===== src/rtl/cmp_serial_arbiter.sv =====
// ---------------------------------------------------------------------------
// cmp_serial_arbiter
//
// Purpose:
//   Shares one bit-serial unsigned magnitude comparator among NREQ requesters.
//   A round-robin arbiter picks a winner. Its operands are captured and then
//   compared MSB-first, one bit-slice per cycle. The gt/eq/lt result is
//   returned tagged with the winner's id.
//
// Optional feature (macro CMP_EARLY_EXIT_EN):
//   defined   : COMPARE stops at the first differing bit (data-dependent latency).
//   undefined : all WIDTH bits are always walked and the first decision is held
//               in flags (fixed latency WIDTH+1). Both modes give the same results.
//
// Ports:
//   clk      in   rising-edge clock
//   rst_n    in   asynchronous active-low reset
//   req      in   [NREQ]        per-requester request level
//   a_in     in   [NREQ*WIDTH]  operand A, requester r at [r*WIDTH +: WIDTH]
//   b_in     in   [NREQ*WIDTH]  operand B, same packing
//   gnt      out  [NREQ]        one-hot, one-cycle grant pulse
//   busy     out  1             high whenever not idle
//   done     out  1             one-cycle result-valid pulse
//   done_id  out  [IDW]         id owning the result on gt/eq/lt
//   gt/eq/lt out  1             unsigned A>B / A==B / A<B, held until next grant
// ---------------------------------------------------------------------------
module cmp_serial_arbiter #(
  parameter int WIDTH = 8,
  parameter int NREQ  = 4,
  parameter int IDW   = 2
) (
  input  logic                    clk,
  input  logic                    rst_n,
  input  logic [NREQ-1:0]         req,
  input  logic [NREQ*WIDTH-1:0]   a_in,
  input  logic [NREQ*WIDTH-1:0]   b_in,
  output logic [NREQ-1:0]         gnt,
  output logic                    busy,
  output logic                    done,
  output logic [IDW-1:0]          done_id,
  output logic                    gt,
  output logic                    eq,
  output logic                    lt
);

  localparam int IW = (WIDTH > 1) ? $clog2(WIDTH) : 1;

  localparam logic [1:0] IDLE    = 2'd0;
  localparam logic [1:0] COMPARE = 2'd1;
  localparam logic [1:0] DONE    = 2'd2;

  logic [1:0]       state;
  logic [IDW-1:0]   rrPtr;
  logic [IDW-1:0]   winId;
  logic [WIDTH-1:0] aReg;
  logic [WIDTH-1:0] bReg;
  logic [IW-1:0]    bitIdx;

  // Single-bit slice presented to the comparator cell; one slice per cycle.
  logic             sliceA_p0;
  logic             sliceB_p0;
  logic             vld_p0;
  logic             last_p0;

`ifndef CMP_EARLY_EXIT_EN
  logic             decided;
  logic             flagGt;
  logic             flagLt;
`endif

  logic [IDW-1:0]   searchPtr;
  logic [IDW-1:0]   winNext;
  logic             grantEn;
  logic             curGt;
  logic             curLt;
  logic             finishNow;
  logic             resGt;
  logic             resLt;
  logic             resEq;

  // First requester at or after ptr, wrapping. NREQ is a power of two, so
  // IDW-bit addition wraps naturally.
  function automatic logic [IDW-1:0] pickWinner(input logic [NREQ-1:0] r,
                                                input logic [IDW-1:0]  ptr);
    logic [IDW-1:0] cand;
    logic           found;
    pickWinner = ptr;
    found      = 1'b0;
    for (int off = 0; off < NREQ; off++) begin
      cand = ptr + IDW'(off);
      if (!found && r[cand]) begin
        pickWinner = cand;
        found      = 1'b1;
      end
    end
  endfunction

  // Arbitration: a new grant may be issued from IDLE or on the edge that
  // leaves DONE. In DONE the pointer update is still pending, so search from
  // the value it is about to take.
  always_comb begin
    searchPtr = (state == DONE) ? (winId + IDW'(1)) : rrPtr;
    winNext   = pickWinner(req, searchPtr);
    grantEn   = ((state == IDLE) || (state == DONE)) && (|req);
  end

  // Decision from the slice currently held in the comparator cell.
  always_comb begin
    curGt = sliceA_p0 & ~sliceB_p0;
    curLt = ~sliceA_p0 & sliceB_p0;
`ifdef CMP_EARLY_EXIT_EN
    finishNow = vld_p0 && (curGt || curLt || last_p0);
    resGt     = curGt;
    resLt     = curLt;
`else
    finishNow = vld_p0 && last_p0;
    resGt     = decided ? flagGt : curGt;
    resLt     = decided ? flagLt : curLt;
`endif
    resEq = ~(resGt | resLt);
  end

  assign busy = (state != IDLE);

  always_ff @(posedge clk or negedge rst_n) begin
    if (!rst_n) begin
      state     <= IDLE;
      rrPtr     <= '0;
      winId     <= '0;
      aReg      <= '0;
      bReg      <= '0;
      bitIdx    <= '0;
      sliceA_p0 <= 1'b0;
      sliceB_p0 <= 1'b0;
      vld_p0    <= 1'b0;
      last_p0   <= 1'b0;
`ifndef CMP_EARLY_EXIT_EN
      decided   <= 1'b0;
      flagGt    <= 1'b0;
      flagLt    <= 1'b0;
`endif
      gnt       <= '0;
      done      <= 1'b0;
      done_id   <= '0;
      gt        <= 1'b0;
      eq        <= 1'b0;
      lt        <= 1'b0;
    end else begin
      gnt  <= '0;
      done <= 1'b0;
      case (state)
        IDLE, DONE: begin
          if (state == DONE) begin
            rrPtr <= winId + IDW'(1);
          end
          if (grantEn) begin
            // --- grant / operand capture ---
            state     <= COMPARE;
            winId     <= winNext;
            aReg      <= a_in[int'(winNext)*WIDTH +: WIDTH];
            bReg      <= b_in[int'(winNext)*WIDTH +: WIDTH];
            gnt       <= NREQ'(1) << winNext;
            bitIdx    <= IW'(WIDTH - 1);
            vld_p0    <= 1'b0;
            last_p0   <= 1'b0;
`ifndef CMP_EARLY_EXIT_EN
            decided   <= 1'b0;
            flagGt    <= 1'b0;
            flagLt    <= 1'b0;
`endif
            done_id   <= '0;
            gt        <= 1'b0;
            eq        <= 1'b0;
            lt        <= 1'b0;
          end else begin
            state <= IDLE;
          end
        end

        COMPARE: begin
          if (finishNow) begin
            // --- result presentation ---
            state   <= DONE;
            done    <= 1'b1;
            done_id <= winId;
            gt      <= resGt;
            eq      <= resEq;
            lt      <= resLt;
          end else begin
`ifndef CMP_EARLY_EXIT_EN
            if (vld_p0 && !decided && (curGt || curLt)) begin
              decided <= 1'b1;
              flagGt  <= curGt;
              flagLt  <= curLt;
            end
`endif
            // --- next bit-slice load (stops once bit 0 is in the cell) ---
            if (!(vld_p0 && last_p0)) begin
              sliceA_p0 <= aReg[bitIdx];
              sliceB_p0 <= bReg[bitIdx];
              vld_p0    <= 1'b1;
              last_p0   <= (bitIdx == '0);
              if (bitIdx != '0) begin
                bitIdx <= bitIdx - IW'(1);
              end
            end
          end
        end

        default: state <= IDLE;
      endcase
    end
  end

endmodule


===== config.mk =====
export PLATFORM = sky130hd
export DESIGN_NAME = cmp_serial_arbiter
export DESIGN_NICKNAME = d
export VERILOG_FILES = /design/src/rtl/cmp_serial_arbiter.sv
export SDC_FILE = /design/constraint.sdc
export NUM_CORES = 1
export LEC_CHECK = 0
export ABC_AREA = 1
export CORE_UTILIZATION = 49
export CTS_BUF_LIST = sky130_fd_sc_hd__clkbuf_4 sky130_fd_sc_hd__clkbuf_8
export DETAILED_ROUTE_END_ITERATION = 16
export PLACE_DENSITY = 0.82
export SKIP_LAST_GASP = 1
export SLEW_MARGIN = 15
export SYNTH_ARGS = -nofsm -noshare
export SYNTH_HDL_FRONTEND = slang
export SYNTH_SLANG_ARGS = --single-unit

===== constraint.sdc =====
create_clock -name clk -period 2.5 [get_ports clk]
set_input_delay 0.75 -clock clk [delete_from_list [all_inputs] [get_ports clk]]
set_output_delay 0.75 -clock clk [all_outputs]
set_load 0.02 [all_outputs]

### Word level (Yosys, flattened, before mapping)

Index checks and enable logic that the tools add are counted.

| storage, ports and cells | value |
|---|---|
| output and inout bits | 11 |
| logic and storage cells | 127 |
| register bits | 42 |
| input bits | 70 |

| operators by class | value |
|---|---|
| $lt $le $gt $ge | 5 |
| bitwise operators | 7 |
| shift operators | 3 |
| add/sub/neg operators | 5 |
| equal/unequal tests | 7 |
| reductions and logical operators | 26 |
| muxes and demuxes | 55 |

Operators with widths:

| operator | number |
|---|---|
| indexed part select 32 x 6 -> 8 bit | 2 |
| two-way mux 1 bit | 26 |
| one-hot mux 1 bit (2 select lines) | 8 |
| two-way mux 2 bit | 7 |
| < comparator 2 x 3 -> 1 bit, second input constant | 4 |
| != test 2 bit, second input constant | 5 |
| two-way mux 3 bit | 3 |
| binary-select mux 1 bit (select 2 bit) | 4 |
| two-way mux 4 bit | 2 |
| one-hot mux 2 bit (2 select lines) | 2 |
| AND reduction 4 bit | 2 |
| logical AND 1 bit | 7 |
| binary-select mux 1 bit (select 3 bit) | 2 |
| one-hot mux 3 bit (2 select lines) | 1 |
| AND reduction 3 bit | 2 |
| adder 2 x 1 -> 2 bit, second input constant | 2 |
| adder 2 bit, second input constant | 2 |
| logical NOT 1 bit | 4 |
| < comparator 3 x 4 -> 1 bit, second input constant | 1 |
| NOT 1 bit | 4 |
| AND reduction 2 bit | 2 |
| nonzero test 2 bit | 2 |
| OR reduction 4 bit | 1 |
| << shifter 1 x 2 -> 4 bit, first input constant | 1 |
| other kinds (10) | 12 |

### Depth between registers and ports, before layout

Gate-level depths: netlist of run 1.

| depth | value |
|---|---|
| depth after elaboration | 17 |
| mapped depth | 19 |
| gate-level depth less buffers | 18 |

### Least setup slack after synthesis of run 1

Ideal clock, no wire load.

| timing path | value |
|---|---|
| path type | input -> register |
| start point | input req[3] |
| end point | register aReg[6] |
| cell stages on the path | 14 |
| path buffers | 2 |
| arrival time | 2.051 ns |
| required time | 2.382 ns |
| setup slack | 0.330 ns |
| library setup time | 0.118 ns |
| path through | inv_1 nand3_1 nand2_1 nand2_1 nand2_2 inv_2 nor2_4 nand3_1 buf_2 buf_2 nand3_1 nand2_1 o21bai_1 nor2_1 |

| between the ends | value |
|---|---|
| longest elaborated chain between the ends | 13 |
| elaborated cells between the ends (all ways) | 24 |
| those cells by class | shift: 1; mux: 14; reduce/logical: 9 |

RTL lines:

| element | RTL line | text |
|---|---|---|
| start: declaration | 34 | `input logic [NREQ-1:0] req,` |
| binary-select mux 1 bit (select 2 bit) | 91 | `if (!found && r[cand]) begin` |
| two-way mux 1 bit (implied by the code) | 91 |  |
| two-way mux 1 bit | 91 |  |
| logical NOT 1 bit | 91 |  |
| logical AND 1 bit | 91 |  |
| two-way mux 1 bit | 91 |  |
| logical NOT 1 bit | 91 |  |
| logical AND 1 bit | 91 |  |
| two-way mux 1 bit | 91 |  |
| logical NOT 1 bit | 91 |  |
| logical AND 1 bit | 91 |  |
| two-way mux 2 bit | 91 |  |
| indexed part select 32 x 6 -> 8 bit | 160 | `aReg <= a_in[int'(winNext)*WIDTH +: WIDTH];` |
| end signal: assignment | 160 |  |
| end: declaration | 55 | `logic [WIDTH-1:0] aReg;` |

Several ways; a longest one is shown, not always the timed one. The select of a mux whose other input is x is not followed.
A chain may end at the register's enable or synchronous reset.

### Worst setup path after layout of run 1

| timing path | value |
|---|---|
| start point | input req[1] |
| end point | register aReg[5] |

Same word-level chain as after synthesis.

==> impl_metrics.py, run 1 <==
metrics = {
    "grt": {
        "grt_antenna_before_repair": 0,
        "grt_first_pass_wirelength_um": 12470,
        "overflow": 0,
        "grt_max_degree": 43,
        "grt_pass1_vias": 2965,
        "grt_usage_pct": 25.59,
    },
    "clock_network": {
        "clkLatencyLatePin_ps": 300,
        "h-tree-depth": 2,
        "cts_tree": "done",
        "cts-root-buf": "clkbuf_8",
        "cts.hold.buffers_added": 0,
        "path_clk_slew_ps": 70,
        "cts_buffers": 5,
        "clockBufferDepth": 2,
        "clock-sinks": 42,
    },
    "critical_path": {
        "cp_data_required_time_ps": 2690,
        "cp.arrival_ps": 2580,
        "cp_max_fo": 6,
        "worst-path-buf-inv": 3,
        "critPathMaxStageDelay_ps": 540,
        "start_kind": "primary input",
        "end_kind": "flop",
        "worstSetupPathType": "in -> reg",
        "crit_family": "simple AND/OR/NAND/NOR gates",
        "path_cells": "clkdlybuf4s50_1, nand3_1, nand3_1, nand2_2, buf_4, nand3_1, nand2_1, nand2_4, nand2_4, buf_2, nand2_1, nand2_1, nor2_1, nor2_1",
        "cpMaxStageDelayCell": "clkdlybuf4s50_1",
    },
    "synthesis": {
        "synth_edf_count": 0,
        "syn_area_um2": 2804,
        "avgSynthCellArea_um2": 6.644,
        "synth_top_cell_by_area": "dfrtp_1",
        "yosysTopAreaCellShare_pct": 37.48,
        "ys_ff_latch": 42,
        "async_reset_ff_share_pct": 100.0,
        "syn_nets": 496,
        "yosysSeqAreaShare_pct": 37.48,
        "synth_warnings": 0,
        "synth_commonest_cells": "nand2_1 (123), nand3_1 (77), nor2_1 (59)",
        "netlist_instances": 422,
        "synth_ff_type": "dfrtp_1",
        "ys_types": 25,
        "yosysMostFrequentCell": "nand2_1",
        "ys_top_cells_by_area": "dfrtp_1 (37%), nand2_1 (16%), nand3_1 (14%)",
    },
    "timing": {
        "rsz0062_at_grt": "true",
        "worst_pin_slew_ps": 601.7,
        "final_hold_viol_count": 0,
        "min_period_ps": 2391,
        "fin_crit_sh_pct": 95.63,
        "finalSetupViolations": 0,
        "slew_headroom_pct": 59.62,
        "fin_tns_setup_ps": 0,
        "skew_ps": 9.908,
        "drv_slew": 0,
        "timing.fmax_mhz": 418.3,
    },
    "layout": {
        "antennaDiodeCount": 0,
        "fin_nets": 595,
        "drive_gt1_share_pct": 12.84,
        "utilization_pct": 73.30,
        "area_growth_pct": 43.95,
    },
    "drt": {
        "drtIter0Drc": 119,
        "vias": 3113,
        "drt-pass1-iter-count": 5,
        "wl_per_cell_um": 12.51,
        "vias_per_cell": 5.241,
        "route.detailed.drc": 0,
        "antenna_left": 0,
        "routed_wirelength_um": 7430,
    },
    "placement": {
        "io_buffer_count": 80,
        "dp_hpwl_um": 5600,
        "globalplace.congestion": 0.8458,
    },
    "job": {
        "cap_violations": 0,
    },
    "status": {
        "status": "completed",
    },
    "power_and_ir_drop": {
        "cellPowerDensity_nw_per_um2": 1443,
        "p_leak_nw": 2.003,
        "vdd_drop_max_mv": 0.9587,
        "fin_total_pwr_w": 0.005825,
    },
    "worst_hold_path": {
        "hold_path_class": "reg -> reg",
    },
    "die": {
        "io_pins": 81,
        "core-area_um2": 5507,
        "die_x_um": 77.65,
        "num_rows": 27,
        "die_area_um2": 6029,
        "start_util_pct": 50.92,
        "chipHeight_um": 77.65,
    },
}
-- layout by cell type (no fill, tap or decap), drive strengths merged, types with 2 or more instances in the layout --
cell type	netlist	routed
dfrtp	42	42
o22ai	5	5
nor2	61	61
nand2	136	136
buf	9	26
dlymetal6s2s	0	2
o21bai	12	12
o21ai	24	24
inv	33	34
nand3	81	81
clkbuf	4	7
a21oi	5	5
clkdlybuf4s50	0	77
ha	4	4
-- final cells by class --
class / count / area [µm²]
clock buffers: 7 / 90.09
clock inverters: 1 / 8.758
fillers: 456 / 1470
inverters: 34 / 132.6
multi-input cells: 333 / 1622
flip-flops and latches: 42 / 1051
well taps: 72 / 90.09
repair buffers: 105 / 1042
-- registers in the layout, indices dropped and copies added, names as in the netlist --
register and cells:
aReg 8, bReg 8, bitIdx 3, decided 1
done 1, done_id 2, eq 1, flagGt 1
flagLt 1, gnt 4, gt 1, last_p0 1
lt 1, rrPtr 2, sliceA_p0 1, sliceB_p0 1
state 2, vld_p0 1, winId 2
-- power by group --
group | leakage [nW] | internal (W) | switching [W]
Clock | 0.0523 | 0.000239 | 0.000236
Sequential | 0.512 | 0.000998 | 0.000200
Combinational | 1.44 | 0.00165 | 0.00250
-- path summary, 6_finish.rpt --
kind	start	endpoint	slack (ps)	depth (start not counted)
setup / recovery	req[1]	aReg[5]	110	14
hold / removal	bReg[2]	bReg[2]	480	2
setup reg to reg	state[0]	aReg[0]	200	16
hold reg to reg	bReg[2]	bReg[2]	480	2
max in group asynchronous	rst_n	bReg[1]	1630	2
min in group asynchronous	rst_n	done_id[1]	500	2
-- kinds of logic after synthesis --
group / Yosys count / synth area share [%]
AOI/OAI and AO/OA: 49 / 10.31
adders and majority gates: 4 / 1.785
buffers and inverters: 47 / 6.961
DFF: 42 / 37.48
and+or+nand+nor: 280 / 43.46
-- timing repair --
action / 4_1_cts / 5_1_grt
endpoints found under the setup margin: 0 / 19
resized for setup: 0 / 25
setup buffers: 0 / 0
hold endpoints to repair: 0 / 0
-- layer usage --
| layer | vias up | routed length [µm] | GRT usage [%] |
|---|---|---|---|
| li1 | 1571 | - | - |
| met4 | 0 | 102 | 7.736 |
| met5 | - | 0 | 0 |
| met2 | 121 | 3773 | 46.19 |
| met1 | 1407 | 3156 | 30.02 |
| met3 | 14 | 397 | 5.647 |
-- per-stage QoR --
step                cell area, µm²  hold WS [ps]  setup slack [ps]  instances
finish                        4036         482.7             109.4        594
global route                  4036         509.9            -15.32        594
CTS                           3939         488.4             96.30        593
detailed placement            3840         469.1            -203.1        585
global placement              3840         469.0            -143.0        585
floorplan                     2804         443.6             330.1        422
-- worst register-to-register path, delay by kind of cell, from the launching register on --
family,cells,cell delay (ps)
simple gates,12,1210
flops,1,420
buf+inv,3,410
compound gates,1,130
Power figures use the tool's default switching activity.
==> run 2: changes to the inputs <==
- CTS_BUF_LIST: sky130_fd_sc_hd__clkbuf_4 sky130_fd_sc_hd__clkbuf_8 -> sky130_fd_sc_hd__clkbuf_2
==> impl_metrics.py, run 2 (same netlist as run 1, synthesis figures left out) <==
metrics = {
    "layout": {
        "n_fill_cell": 467,
        "final_cell_count_no_fill": 596,
        "biggestRegsByFlops": "aReg: 8 flops, bReg: 8 flops, gnt: 4 flops",
        "final_cell_mix": "nand2_1 (121), clkdlybuf4s50_1 (79), nand3_1 (76)",
        "final_common_cell": "nand2_1",
        "fin_nets": 597,
        "antennaDiodeCount": 0,
        "area_growth_pct": 41.72,
        "drive_gt1_share_pct": 12.40,
    },
    "placement": {
        "globalplace.congestion": 0.8458,
        "dp.cells": 585,
        "dp_hpwl_um": 5600,
        "io_buffer_count": 80,
    },
    "drt": {
        "met1Wirelength_um": 3169,
        "top_layer_used": "met4",
        "routed_wirelength_um": 7332,
        "route.detailed.drc": 0,
        "drt-pass1-iter-count": 4,
        "antenna_left": 0,
        "vias_per_cell": 5.124,
        "vias": 3054,
        "routed-wl-met3_um": 366,
        "drtIter0Drc": 123,
        "wl_per_cell_um": 12.30,
        "wl_met2_um": 3707,
    },
    "timing": {
        "worst_pin_slew_ps": 569.8,
        "skew_ps": 25.21,
        "hold_slack_ps": 354.3,
        "fin_crit_sh_pct": 94.97,
        "final_hold_viol_count": 0,
        "timing.fmax_mhz": 421.2,
        "min_period_ps": 2374,
        "finalSetupViolations": 0,
        "slew_headroom_pct": 61.76,
        "drv_slew": 0,
    },
    "grt": {
        "grt_max_degree": 43,
        "grt_pass1_vias": 2942,
        "overflow": 0,
        "grt_usage_pct": 25.49,
        "grt_first_pass_wirelength_um": 12390,
        "grt_antenna_before_repair": 0,
    },
    "clock_network": {
        "cts_tree": "done",
        "clock-sinks": 42,
        "cts-root-buf": "clkbuf_2",
        "cts_buffers": 5,
        "h-tree-depth": 2,
        "cts.hold.buffers_added": 0,
        "clkLatencyLatePin_ps": 410,
        "path_clk_slew_ps": 230,
        "clockBufferDepth": 2,
    },
    "die": {
        "io_pins": 81,
        "core-area_um2": 5507,
        "start_util_pct": 50.92,
        "die_area_um2": 6029,
        "num_rows": 27,
        "chipHeight_um": 77.65,
        "die_x_um": 77.65,
    },
    "critical_path": {
        "cp.arrival_ps": 1620,
        "start_kind": "flop",
        "worstSetupPathType": "reg -> out",
        "end_kind": "output port",
        "reg2reg_slack_ps": 190,
        "cp_max_fo": 5,
        "cp_data_required_time_ps": 1750,
    },
    "power_and_ir_drop": {
        "vdd_drop_max_mv": 0.9616,
        "p_leak_nw": 1.974,
        "cellPowerDensity_nw_per_um2": 1389,
    },
    "worst_hold_path": {
        "hold_path_class": "in -> async",
    },
    "status": {
        "status": "completed",
    },
    "job": {
        "cap_violations": 0,
    },
}
run 2: what timing repair did:
item                       4_1_cts  5_1_grt
resized for setup                0       18
setup endpoints to repair        0       21
buffers inserted                 0        3
run 2: path summary, 6_finish.rpt:
kind / cells past startpoint / start / end
max in group asynchronous: 2 / rst_n / bReg[6]
min in group clk: 2 / bReg[2] / bReg[2]
worst max register to register: 17 / state[0] / bReg[6]
worst max-delay path: 3 / state[0] / busy
worst min register to register: 2 / bReg[2] / bReg[2]
worst min-delay path: 2 / rst_n / done_id[1]
run 2: metrics by stage:
stage	utilization, %	power (W)	setup slack, ps	setup TNS, ps	instance area, µm²
after global placement	69.73	0.004935	-143.0	-2237	3840
after floorplan	-	0.003882	330.1	0	2804
after global routing	72.17	0.006138	-28.32	-28.32	3974
after CTS	70.51	0.005355	82.82	0	3882
after detailed placement	69.73	0.005043	-203.1	-3648	3840
final	72.17	0.005518	125.8	0	3974
run 2: cell type report:
type,count,area (µm²),share of cell area [%]
inverters,34,132.6,3.338
clock inverters,2,12.51,0.3149
clock buffers,6,30.03,0.7557
flip-flops and latches,42,1052,26.48
repair buffers,107,1040,26.17
multi-input cells,333,1617,40.68
well taps,72,90.09,2.267
run 2: power breakdown:
| part | total (W) | internal, W | switching, W | leakage (nW) |
|---|---|---|---|---|
| logic | 0.00403 | 0.00159 | 0.00244 | 1.43 |
| clock network | 0.000297 | 0.0000741 | 0.000223 | 0.0310 |
| registers | 0.00119 | 0.000993 | 0.000197 | 0.510 |
| total | 0.00552 | 0.00266 | 0.00286 | 1.97 |
run 2: critical path, cell delays in order (launching register included):
cell	delay, ps
dfrtp_1	450
inv_2	100
nand2_1	70
clkdlybuf4s50_1	590
run 2: routing by layer:
metal,global-route usage [%],vias up
li1,-,1581
met1,30.34,1364
met2,45.49,99
met3,5.647,10
met4,7.736,0
met5,0,-
